`src/rtl/digital_timer_ctrl_if.sv`:
```
// Timer/display-side bus of the stopwatch controller: live digits in, timer controls and display digits out.
interface digital_timer_ctrl_if;
    logic [5:0][6:0] clock_digits_in;
    logic            timer_pause;
    logic            timer_clear;
    logic            timer_reset;
    logic [5:0][6:0] display_out;
    logic            lap_active;
    logic [1:0]      state_out;

    modport master (
        input  clock_digits_in,
        output timer_pause, timer_clear, timer_reset, display_out, lap_active, state_out
    );

    modport slave (
        output clock_digits_in,
        input  timer_pause, timer_clear, timer_reset, display_out, lap_active, state_out
    );
endinterface

```
`src/rtl/digital_timer_ctrl.sv`:
```
// Stopwatch controller: debounces start/stop and lap/reset buttons, sequences the timer,
// and freezes the display on a lap snapshot.
module digital_timer_ctrl #(
    parameter int         DEBOUNCE_CYCLES    = 4,
    parameter int         RESET_PULSE_CYCLES = 3,
    parameter logic [6:0] SEG_ZERO           = 7'b0000001
) (
    input  logic                 sys_clk,
    input  logic                 rst,
    input  logic                 btn_start_stop,
    input  logic                 btn_lap_reset,
    digital_timer_ctrl_if.master tif
);
    localparam int CW = $clog2(DEBOUNCE_CYCLES + 1);
    localparam int PW = $clog2(RESET_PULSE_CYCLES + 1);

    typedef enum logic [1:0] {
        IDLE   = 2'd0,
        RUN    = 2'd1,
        PAUSED = 2'd2,
        LAP    = 2'd3
    } state_e;

    // Bit 0 carries start/stop, bit 1 carries lap/reset throughout the input path.
    logic [1:0]         sync1_q, sync1_d;
    logic [1:0]         sync2_q, sync2_d;
    logic [1:0]         deb_q, deb_d;
    logic [1:0]         deb_dly_q, deb_dly_d;
    logic [1:0][CW-1:0] cnt_q, cnt_d;
    logic [1:0]         press;

    state_e             state_q, state_d;
    logic [PW-1:0]      pulse_q, pulse_d;
    logic [5:0][6:0]    lap_q, lap_d;

    always_ff @(posedge sys_clk or posedge rst) begin
        if (rst) begin
            sync1_q   <= '0;
            sync2_q   <= '0;
            deb_q     <= '0;
            deb_dly_q <= '0;
            cnt_q     <= '0;
            state_q   <= IDLE;
            pulse_q   <= PW'(RESET_PULSE_CYCLES);
            lap_q     <= {6{SEG_ZERO}};
        end else begin
            sync1_q   <= sync1_d;
            sync2_q   <= sync2_d;
            deb_q     <= deb_d;
            deb_dly_q <= deb_dly_d;
            cnt_q     <= cnt_d;
            state_q   <= state_d;
            pulse_q   <= pulse_d;
            lap_q     <= lap_d;
        end
    end

    always_comb begin
        sync1_d   = {btn_lap_reset, btn_start_stop};
        sync2_d   = sync1_q;
        deb_dly_d = deb_q;
        deb_d     = deb_q;
        cnt_d     = '0;
        for (int i = 0; i < 2; i++) begin
            if (sync2_q[i] != deb_q[i]) begin
                if (cnt_q[i] == CW'(DEBOUNCE_CYCLES - 1)) begin
                    deb_d[i] = ~deb_q[i];
                end else begin
                    cnt_d[i] = cnt_q[i] + 1'b1;
                end
            end
        end
    end

    assign press = deb_q & ~deb_dly_q;

    // While a reset pulse runs, presses are swallowed; start/stop beats lap/reset.
    always_comb begin
        state_d = state_q;
        pulse_d = pulse_q;
        lap_d   = lap_q;
        if (pulse_q != '0) begin
            pulse_d = pulse_q - 1'b1;
        end else if (press[0]) begin
            case (state_q)
                IDLE:   state_d = RUN;
                RUN:    state_d = PAUSED;
                LAP:    state_d = PAUSED;
                PAUSED: state_d = RUN;
            endcase
        end else if (press[1]) begin
            case (state_q)
                IDLE:   pulse_d = PW'(RESET_PULSE_CYCLES);
                RUN: begin
                    state_d = LAP;
                    lap_d   = tif.clock_digits_in;
                end
                LAP:    state_d = RUN;
                PAUSED: begin
                    state_d = IDLE;
                    pulse_d = PW'(RESET_PULSE_CYCLES);
                end
            endcase
        end
    end

    assign tif.timer_pause = (state_q == IDLE) || (state_q == PAUSED);
    assign tif.timer_reset = (pulse_q != '0);
    assign tif.timer_clear = (pulse_q != '0);
    assign tif.lap_active  = (state_q == LAP);
    assign tif.display_out = (state_q == LAP) ? lap_q : tif.clock_digits_in;
    assign tif.state_out   = state_q;
endmodule

```
`src/flat_wrapper.sv`:
```
// flat-port wrapper written by rule: the top's interface ports become plain ports
module digital_timer_ctrl_flat 
#(
    parameter int         DEBOUNCE_CYCLES    = 4,
    parameter int         RESET_PULSE_CYCLES = 3,
    parameter logic [6:0] SEG_ZERO           = 7'b0000001
)
  (sys_clk, rst, btn_start_stop, btn_lap_reset, tif_clock_digits_in, tif_timer_pause, tif_timer_clear, tif_timer_reset, tif_display_out, tif_lap_active, tif_state_out);
  digital_timer_ctrl_if tif_i ();
  input  logic sys_clk;
  input  logic rst;
  input  logic btn_start_stop;
  input  logic btn_lap_reset;
  input wire logic [$bits(tif_i.clock_digits_in)-1:0] tif_clock_digits_in;
  output wire logic [$bits(tif_i.timer_pause)-1:0] tif_timer_pause;
  output wire logic [$bits(tif_i.timer_clear)-1:0] tif_timer_clear;
  output wire logic [$bits(tif_i.timer_reset)-1:0] tif_timer_reset;
  output wire logic [$bits(tif_i.display_out)-1:0] tif_display_out;
  output wire logic [$bits(tif_i.lap_active)-1:0] tif_lap_active;
  output wire logic [$bits(tif_i.state_out)-1:0] tif_state_out;
  assign tif_i.clock_digits_in = tif_clock_digits_in;
  assign tif_timer_pause = tif_i.timer_pause;
  assign tif_timer_clear = tif_i.timer_clear;
  assign tif_timer_reset = tif_i.timer_reset;
  assign tif_display_out = tif_i.display_out;
  assign tif_lap_active = tif_i.lap_active;
  assign tif_state_out = tif_i.state_out;
  digital_timer_ctrl #(.DEBOUNCE_CYCLES(DEBOUNCE_CYCLES), .RESET_PULSE_CYCLES(RESET_PULSE_CYCLES), .SEG_ZERO(SEG_ZERO)) u_core (.sys_clk(sys_clk), .rst(rst), .btn_start_stop(btn_start_stop), .btn_lap_reset(btn_lap_reset), .tif(tif_i));
endmodule
```
`config.mk`:
```
export PLATFORM = sky130hd
export DESIGN_NAME = digital_timer_ctrl_flat
export DESIGN_NICKNAME = d
export VERILOG_FILES = /design/src/rtl/digital_timer_ctrl_if.sv /design/src/rtl/digital_timer_ctrl.sv /design/src/flat_wrapper.sv
export SDC_FILE = /design/constraint.sdc
export NUM_CORES = 1
export LEC_CHECK = 0
export ABC_AREA = 1
export BUFFER_PORTS_ARGS = -buffer_cell sky130_fd_sc_hd__buf_2
export CAP_MARGIN = 20
export CORE_MARGIN = 4
export CORE_UTILIZATION = 24
export DETAILED_ROUTE_END_ITERATION = 8
export PLACE_DENSITY = 0.43
export SKIP_CTS_REPAIR_TIMING = 1
export SYNTH_ARGS = -nofsm -noshare
export SYNTH_HDL_FRONTEND = slang
export SYNTH_SLANG_ARGS = --single-unit
```
`constraint.sdc`:
```
create_clock -name sys_clk -period 4.25 [get_ports sys_clk]
set_input_delay 0.425 -clock sys_clk [delete_from_list [all_inputs] [get_ports sys_clk]]
set_output_delay 0.425 -clock sys_clk [all_outputs]
set_load 0.02 [all_outputs]
```
==> impl_metrics.py, run 1 <==
metrics = {
    "synthesis": {
        "synthCells": 361,
        "syn-num-nets": 414,
        "yosysTopAreaCell": "dfrtp_1",
        "syn-cell-area_um2": 3020,
        "ys_top_cells_by_area": "dfrtp_1, nand2_1, o21ai_0",
        "yosysUniqueCellTypes": 21,
        "synth-seq-area-share_pct": 50.1,
        "ys_warn_count": 0,
        "synth_seq_cells": 60,
        "avgSynthCellArea_um2": 8.35,
        "netlist.area_leader.share_pct": 43.2,
    },
    "hold_path": {
        "hold_class": "in -> reg",
        "hold_depth": 1,
    },
    "setup_path": {
        "worstPathMaxFanout": 57,
        "worstPathArrival_ps": 1930,
        "worstPathRequired_ps": 3830,
        "worstRegToRegCells": 7,
        "crit_type": "reg -> out",
        "critPathLaunchType": "flip-flop",
        "endpoint_kind": "primary output",
    },
    "timing": {
        "setup_viol": 0,
        "tightest_slew_ps": 778,
        "drv_slew": 0,
        "rsz0062_at_grt": "no",
        "fmax_mhz": 425,
        "finalSetupTns_ps": 0,
        "finalCriticalPeriod_ps": 2350,
        "hold_viol": 0,
        "finalCritPeriodShare_pct": 55.4,
        "slew_headroom_pct": 48.2,
        "fin_skew_ps": 5.25,
    },
    "die": {
        "die_y_um": 120,
        "fp.dieW_um": 120,
        "io_pins": 94,
        "core_um2": 12200,
        "dieArea_um2": 14400,
        "start_util_pct": 24.8,
        "rows": 40,
    },
    "routing": {
        "route.vias.total": 2490,
        "postRouteAntennaNets": 0,
        "routed_wl_um": 6670,
        "drc": 0,
        "wl_per_cell_um": 10.7,
        "viasPerCell": 4.00,
        "drt_iter0_markers": 122,
        "drtPass1Iterations": 4,
    },
    "place": {
        "gp_congestion": 0.688,
        "dpl_cell_area_um2": 3570,
        "hpwlAfterDp_um": 4510,
        "port_buffers": 93,
        "placedCellCount": 604,
    },
    "layout": {
        "fin_cells": 622,
        "nNetsFinal": 502,
        "n_antenna_cell": 0,
        "drive_gt1_share_pct": 32.6,
        "area_growth_pct": 31.0,
        "fin_area_um2": 3950,
        "final_core_util_pct": 32.5,
    },
    "power": {
        "power_leakage_nw": 2.07,
        "ir_drop_v": 0.000189,
        "p_per_area_nw_per_um2": 747,
    },
    "grt": {
        "grt_overflow": 0,
        "grt_pass1_vias": 2365,
        "antenna_found_initial": 0,
        "grt_usage_pct": 9.95,
        "grt_start_max_net_pins": 85,
        "grt_first_pass_wirelength_um": 11400,
    },
    "flow_run": {
        "maxCapViolations": 0,
    },
    "status": {
        "status": "completed",
    },
    "cts": {
        "cts_made_buffers": 9,
        "clock_sinks": 60,
        "clk_transition_reported_paths_ps": 50,
        "h-tree-depth": 3,
        "clk_path_buf_depth": 2,
        "clockRootBuffer": "clkbuf_16",
        "clk_latency_ps": 320,
        "cts_tree": "yes",
    },
}
## cells in the mapped netlist
master,number
nand2_1,107
nand4_1,2
xnor2_1,2
buf_4,2
nand3b_4,1
dfrtp_1,52
nor2_1,5
buf_6,7
nor3_1,2
clkbuf_1,5
nand3_1,6
ha_1,7
nand2_2,1
o21ai_1,18
nor2_2,1
buf_2,6
o21ai_2,22
o21ai_0,47
dfstp_2,8
inv_1,58
nor3b_1,2
## routing by layer
metal,up-vias,GRT usage [%],part of all wire [%]
li1,1303,-,-
met1,1107,12.7,47
met2,70,15.2,45
met3,10,2.92,5.7
met4,0,5.15,2.1
met5,-,0,0
## sequential cells by signal, summed over array words and instances (netlist names)
name,count
u_core.lap_q,42
u_core.cnt_q,6
u_core.deb_dly_d,2
u_core.deb_dly_q,2
u_core.pulse_q,2
u_core.sync1_q,2
u_core.sync2_q,2
u_core.tif.state_out,2
## cells by family (layout without fill, tap and decap cells)
kind of cell,after synthesis,after routing,share of synthesized area [%]
flops,60,60,50.1
compound gates,87,87,17.2
buf+inv,78,171,12.0
xor+xnor,2,2,0.581
fa+ha+maj,7,7,2.90
simple gates,127,127,17.3
## worst max-delay path: stages, from the launching register on
cell and delay [ps]:
dfrtp_1 420, ha_2 310, buf_12 260, buf_4 260
nand2_1 80, o21ai_0 70, buf_2 190
## power breakdown
part / total, mW / switching, mW / internal [mW] / leakage [nW]
logic: 1.16 / 0.737 / 0.425 / 1.23
registers: 0.980 / 0.136 / 0.844 / 0.678
clock network: 0.809 / 0.250 / 0.559 / 0.169
total: 2.95 / 1.12 / 1.83 / 2.07
## cell type report
cell class	count	area (µm²)
multi-input combinational	223	1150
fill	1317	8210
timing repair buffer	97	528
sequential	60	1510
inverter	58	218
clock inverter	4	70.1
clock buffer	12	267
tap	168	210
## layout by cell type, fill, tap and decap left out
master       n
buf_2       93
bufinv_16    2
nand2_2      1
buf_16       1
clkbuf_16    9
dfrtp_1     52
dfstp_2      8
inv_1       57
nand3b_4     1
nor3b_1      2
nand4_1      2
ha_1         6
nor2_2       1
o21ai_1     18
clkbuf_8     3
ha_2         1
nor3_1       2
buf_4        2
o21ai_2     22
xnor2_1      2
nor2_1       5
inv_2        1
nand2_1    107
o21ai_0     47
nand3_1      6
clkinv_2     2
buf_12       1
## per-stage QoR
step                      total power [mW]  worst slack, ps  hold WS [ps]
final                                 2.95             1900           212
after global routing                  3.21             1700           198
after detailed placement              2.16             1710           336
after CTS                             2.99             1360           195
after floorplan                       1.84             2120           331
after global placement                2.14             1750           337
## worst paths after layout
kind                                              start                       to  slack [ps]
worst max-delay path            u_core.tif.state_out[0]      tif_display_out[23]        1900
worst min-delay path                     btn_start_stop        u_core.sync1_q[0]         210
worst max register to register        u_core.pulse_q[0]         u_core.lap_q[13]        2330
worst min register to register        u_core.sync1_q[1]        u_core.sync2_q[1]         350
max in group asynchronous                           rst         u_core.lap_q[13]        3410
min in group asynchronous                           rst  u_core.tif.state_out[1]         330
No activity file was read; power rests on OpenSTA's default activity.
==> inputs of run 2 (changes only) <==
- ABC_AREA: 1 -> 0
- clock period: 4.25 -> 2.3 ns (I/O delays scaled with it)
==> run 2 against run 1 <==
- design area fell by 1.9%
- die area fell by 4.0%
- clock skew barely moved
- sequential power rose by 52%
- the run now ends with hold timing left
- critical path depth fell by 2
- synthesized cell count fell by 44%
- critical endpoint is now tif_display_out[17]
- final cell count fell by 28%
- clock power rose by 95%
- sequential share of layout area rose by 0.73 points
- worst setup slack got worse by 1800 ps
==> impl_metrics.py, run 2 <==
metrics = {
    "flow_run": {
        "maxCapViolations": 0,
    },
    "timing": {
        "drv_slew": 0,
        "rsz0062_at_grt": "no",
        "hold_viol": 20,
        "slew_headroom_pct": 59.4,
        "finalCriticalPeriod_ps": 2180,
        "worst_hold_slack_ps": -25.1,
        "fmax_mhz": 459,
        "finalSetupTns_ps": 0,
        "tightest_slew_ps": 608,
        "finalCritPeriodShare_pct": 94.7,
        "setup_viol": 0,
        "fin_skew_ps": 5.50,
    },
    "layout": {
        "largest_register": "u_core.lap_q",
        "n_antenna_cell": 0,
        "area_growth_pct": 34.3,
        "nNetsFinal": 352,
        "drive_gt1_share_pct": 68.4,
        "fin_area_um2": 3880,
        "largestRegisters": "u_core.lap_q (42), u_core.cnt_q (6)",
        "largest_reg_flops": 42,
        "final_common_cell": "buf_2",
        "fin_cells": 447,
        "layout_common_cells": "buf_2, mux2_2, dfrtp_1",
    },
    "place": {
        "hpwlAfterDp_um": 4150,
        "placedCellCount": 431,
        "gp_congestion": 0.667,
        "dpl_cell_area_um2": 3520,
        "port_buffers": 93,
    },
    "grt": {
        "grt_overflow": 0,
        "grt_use_met3_pct": 3.22,
        "met2_usage_pct": 14.7,
        "grt_most_used_layer": "met2",
        "grt_first_pass_wirelength_um": 10200,
        "grt_pass1_vias": 2055,
        "use_met1_pct": 10.8,
        "grt_usage_pct": 9.15,
        "grt_start_max_net_pins": 36,
        "antenna_found_initial": 0,
    },
    "synthesis": {
        "synthCells": 202,
        "synth_seq_cells": 60,
        "ys_top_cells_by_area": "dfrtp_1, mux2_2, dfstp_2",
        "syn-num-nets": 255,
        "yosysTopAreaCell": "dfrtp_1",
        "ys.flop_type": "dfrtp_1",
        "yosysMostFrequentCell": "mux2_2",
        "syn-cell-area_um2": 2890,
        "netlist.area_leader.share_pct": 45.1,
        "async_flop_share_pct": 100,
        "ys_warn_count": 0,
        "synth_commonest_cells": "mux2_2, dfrtp_1, dfstp_2",
        "synth-seq-area-share_pct": 52.4,
        "synth_edf_count": 0,
        "yosysUniqueCellTypes": 24,
        "avgSynthCellArea_um2": 14.3,
    },
    "cts": {
        "clk_transition_reported_paths_ps": 50,
        "clk_latency_ps": 320,
        "cts_tree": "yes",
        "cts_made_buffers": 9,
        "h-tree-depth": 3,
        "clockRootBuffer": "clkbuf_16",
        "clk_path_buf_depth": 2,
        "clock_sinks": 60,
    },
    "setup_path": {
        "r2r_start": "u_core.pulse_q[0]",
        "worstRegToRegCells": 6,
        "worstPathArrival_ps": 1950,
        "crit_type": "reg -> out",
        "worstPathMaxFanout": 22,
        "critPathLaunchType": "flip-flop",
        "startpoint": "u_core.tif.state_out[0]",
        "worstPathRequired_ps": 2070,
        "reg2reg_slack_ps": 430,
        "endpoint_kind": "primary output",
        "r2r-end": "u_core.lap_q[25]",
    },
    "die": {
        "rows": 39,
        "fp.dieW_um": 118,
        "io_pins": 94,
        "core_um2": 11600,
        "start_util_pct": 24.8,
        "die_y_um": 118,
        "dieArea_um2": 13800,
    },
    "routing": {
        "route.vias.total": 1918,
        "viasPerCell": 4.29,
        "wl_per_cell_um": 13.2,
        "drt_iter0_markers": 21,
        "routed_wl_um": 5900,
        "drc": 0,
        "drtPass1Iterations": 4,
        "postRouteAntennaNets": 0,
    },
    "power": {
        "clock_power_share_pct": 35.6,
        "seqPwrFrac_pct": 33.8,
        "p_per_area_nw_per_um2": 1140,
        "switching_share_pct": 29.4,
        "power.net_switching_mw": 1.30,
        "combinationalPowerShare_pct": 30.6,
        "cellInternalPower_mw": 3.12,
        "power_leakage_nw": 1.91,
        "ir_drop_v": 0.000409,
        "power_mw": 4.42,
    },
    "status": {
        "status": "finished with violations",
        "violations": "hold timing",
    },
    "hold_path": {
        "hold_class": "in -> async",
    },
}
[run 2: power by group through the flow]
stage / clock, mW / combinational [mW] / sequential, mW
finish: 1.58 / 1.35 / 1.49
global route: 1.67 / 1.48 / 1.53
CTS: 1.64 / 1.38 / 1.50
detailed placement: 0 / 1.37 / 1.51
global placement: 0 / 1.37 / 1.50
floorplan: 0 / 1.02 / 1.49
[run 2: critical path, cell delays in order (launching register included)]
cell and delay [ps]:
dfrtp_1 450, ha_2 430, buf_12 220, mux2_2 350
buf_2 160
[run 2: worst max path at each step]
stage | end | slack, ps | cells after the start
3_3_place_gp | u_core.lap_q[15] | 420 | 6
4_1_cts | tif_display_out[9] | 90 | 4
5_1_grt | tif_display_out[16] | 10 | 4
2_1_floorplan | tif_display_out[0] | 190 | 4
3_5_place_dp | u_core.lap_q[16] | 410 | 6
6_report | tif_display_out[17] | 120 | 4
[run 2: layout make-up]
cell class,instances,area [µm²]
Fill cell,1184,7740
Sequential cell,60,1510
Multi-Input combinational cell,123,1270
Timing Repair Buffer,98,541
Clock buffer,12,256
Tap cell,143,179
Clock inverter,4,95.1
Inverter,7,26.3
[run 2: per-stage QoR]
stage	util, %	setup slack, ps
detailed placement	30.3	410
floorplan	-	193
CTS	33.4	91.0
global route	33.4	10.3
global placement	30.3	417
finish	33.4	122
[run 2: cells by family after synthesis]
kind of cell             synth area share, %
AO/OA/AOI/OAI                           1.34
XOR/XNOR                               0.607
adder cells (fa/ha/maj)                 3.04
buffers and inverters                   3.77
flip-flops                              52.4
multiplexers                            34.3
AND/OR/NAND/NOR                         4.55
[run 2: per-layer routing]
| layer | routed length, µm | part of all wire, % |
|---|---|---|
| met5 | 0 | 0 |
| met4 | 153 | 2.6 |
| met3 | 425 | 7.2 |
| met2 | 2770 | 47 |
| met1 | 2550 | 43 |
==> inputs of run 3 (changes only) <==
- BUFFER_PORTS_ARGS: -buffer_cell sky130_fd_sc_hd__buf_2 -> -buffer_cell sky130_fd_sc_hd__buf_4
==> run 3 against run 2 <==
- the run still ends with hold timing left
- clock-buffer cell count is the same
- global-route usage grew 0.17 points
- sequential share of layout area down 1.9 points
- final cell count increased by 0.22%
- first-iteration DRC count rose by 95%
- hold slack got worse by 18 ps
- critical path depth unchanged
- non-clock buffer count rose by 1
- via count is 1.7% lower
- power down 2.1%
- critical path type unchanged
- flip-flop and latch count did not move
- design area grew 5.0%
==> impl_metrics.py, run 3 (synthesis gave the netlist of run 2 again) <==
metrics = {
    "status": {
        "status": "finished with violations",
        "violations": "hold timing",
    },
    "cts": {
        "clk_transition_reported_paths_ps": 50,
        "cts_tree": "yes",
        "clk_latency_ps": 320,
        "cts_made_buffers": 9,
        "h-tree-depth": 3,
        "clock_sinks": 60,
        "clk_path_buf_depth": 2,
        "clockRootBuffer": "clkbuf_16",
    },
    "routing": {
        "wl_per_cell_um": 13.6,
        "routed_wl_um": 6090,
        "drc": 0,
        "route.vias.total": 1885,
        "drtPass1Iterations": 4,
        "viasPerCell": 4.21,
        "postRouteAntennaNets": 0,
        "drt_iter0_markers": 41,
    },
    "die": {
        "core_um2": 11600,
        "rows": 39,
        "die_y_um": 118,
        "io_pins": 94,
        "dieArea_um2": 13800,
        "start_util_pct": 24.8,
        "fp.dieW_um": 118,
    },
    "timing": {
        "rsz0062_at_grt": "no",
        "tightest_slew_ps": 558,
        "worst_hold_slack_ps": -43.1,
        "hold_viol": 20,
        "fin_skew_ps": 6.71,
        "setup_viol": 0,
        "slew_headroom_pct": 62.7,
        "finalSetupTns_ps": 0,
        "drv_slew": 0,
        "setup_ws_ps": 235,
        "finalCritPeriodShare_pct": 89.8,
        "finalCriticalPeriod_ps": 2060,
        "fmax_mhz": 484,
    },
    "grt": {
        "grt_overflow": 0,
        "grt_usage_pct": 9.32,
        "grt_pass1_vias": 2110,
        "grt_start_max_net_pins": 38,
        "antenna_found_initial": 0,
        "grt_first_pass_wirelength_um": 10500,
    },
    "layout": {
        "largest_register": "u_core.lap_q",
        "fin_cells": 448,
        "largest_reg_flops": 42,
        "nNetsFinal": 353,
        "area_growth_pct": 41.1,
        "final_common_cell": "buf_4",
        "layout_common_cells": "buf_4, mux2_2, dfrtp_1",
        "largestRegisters": "u_core.lap_q (42), u_core.cnt_q (6)",
        "fin_area_um2": 4070,
        "drive_gt1_share_pct": 68.2,
        "n_antenna_cell": 0,
    },
    "setup_path": {
        "crit_buf_inv": 2,
        "worstPathMaxFanout": 11,
        "cpMostUsedCell": "buf_4",
        "worstPathRequired_ps": 2070,
        "endpoint_kind": "primary output",
        "worstPathArrival_ps": 1830,
        "crit_chain": "ha_4, buf_4, mux2_2, buf_4",
        "critPathLaunchType": "flip-flop",
        "cp_slowest_stage_delay_ps": 490,
        "crit_family": "flip-flops",
        "crit_type": "reg -> out",
        "cp_slowest_cell": "dfrtp_1",
    },
    "place": {
        "gp_congestion": 0.733,
        "placedCellCount": 432,
        "place_ws_ps": 377,
        "dpl_cell_area_um2": 3760,
        "hpwlAfterDp_um": 4390,
        "port_buffers": 93,
    },
    "flow_run": {
        "maxCapViolations": 0,
    },
    "power": {
        "ir_drop_v": 0.000362,
        "power_leakage_nw": 1.96,
        "p_per_area_nw_per_um2": 1060,
    },
    "hold_path": {
        "hold_class": "in -> async",
    },
}
-- run 3: cell count changes in the layout (fill, tap and decap cells not counted), sizes merged --
cell and change:
bufinv -2, clkinvlp +2, buf +1
-- run 3: metrics by stage --
stage	util, %	total power, mW
after global routing	35.1	4.60
after global placement	32.4	3.03
after detailed placement	32.4	3.04
after CTS	35.0	4.41
final	35.1	4.32
after floorplan	-	2.51
-- run 3: layout make-up --
type | count | area (µm²)
Clock buffer | 12 | 246
Clock inverter | 4 | 50.0
Fill cell | 1147 | 7540
Inverter | 7 | 26.3
Multi-Input combinational cell | 123 | 1280
Sequential cell | 60 | 1510
Tap cell | 143 | 179
Timing Repair Buffer | 99 | 781
-- run 3: path summary, 6_finish.rpt --
check	startpoint	to	slack, ps	cells after the start
min in group sys_clk	btn_lap_reset	u_core.sync1_q[1]	10	1
max reg2reg	u_core.pulse_q[0]	u_core.lap_q[39]	390	6
min	rst	u_core.lap_q[1]	-40	2
max in group asynchronous	rst	u_core.lap_q[0]	1670	3
max	u_core.tif.state_out[0]	tif_display_out[16]	240	4
min reg2reg	u_core.sync1_q[0]	u_core.sync2_q[0]	350	0
-- run 3: routing by layer --
metal	vias up	GRT usage, %	wire length, µm	part of all wire, %
met5	-	0	0	0
met2	59	14.5	2870	47
met1	901	11.7	2770	45
met3	6	3.08	350	5.7
li1	919	-	-	-
met4	0	4.25	104	1.7
-- run 3: report_power, final --
group	total [mW]	leakage, nW	switching, mW	internal [mW]
clock network	1.32	0.139	0.457	0.866
logic	1.50	1.04	0.722	0.781
registers	1.50	0.779	0.139	1.36
total	4.32	1.96	1.32	3.01
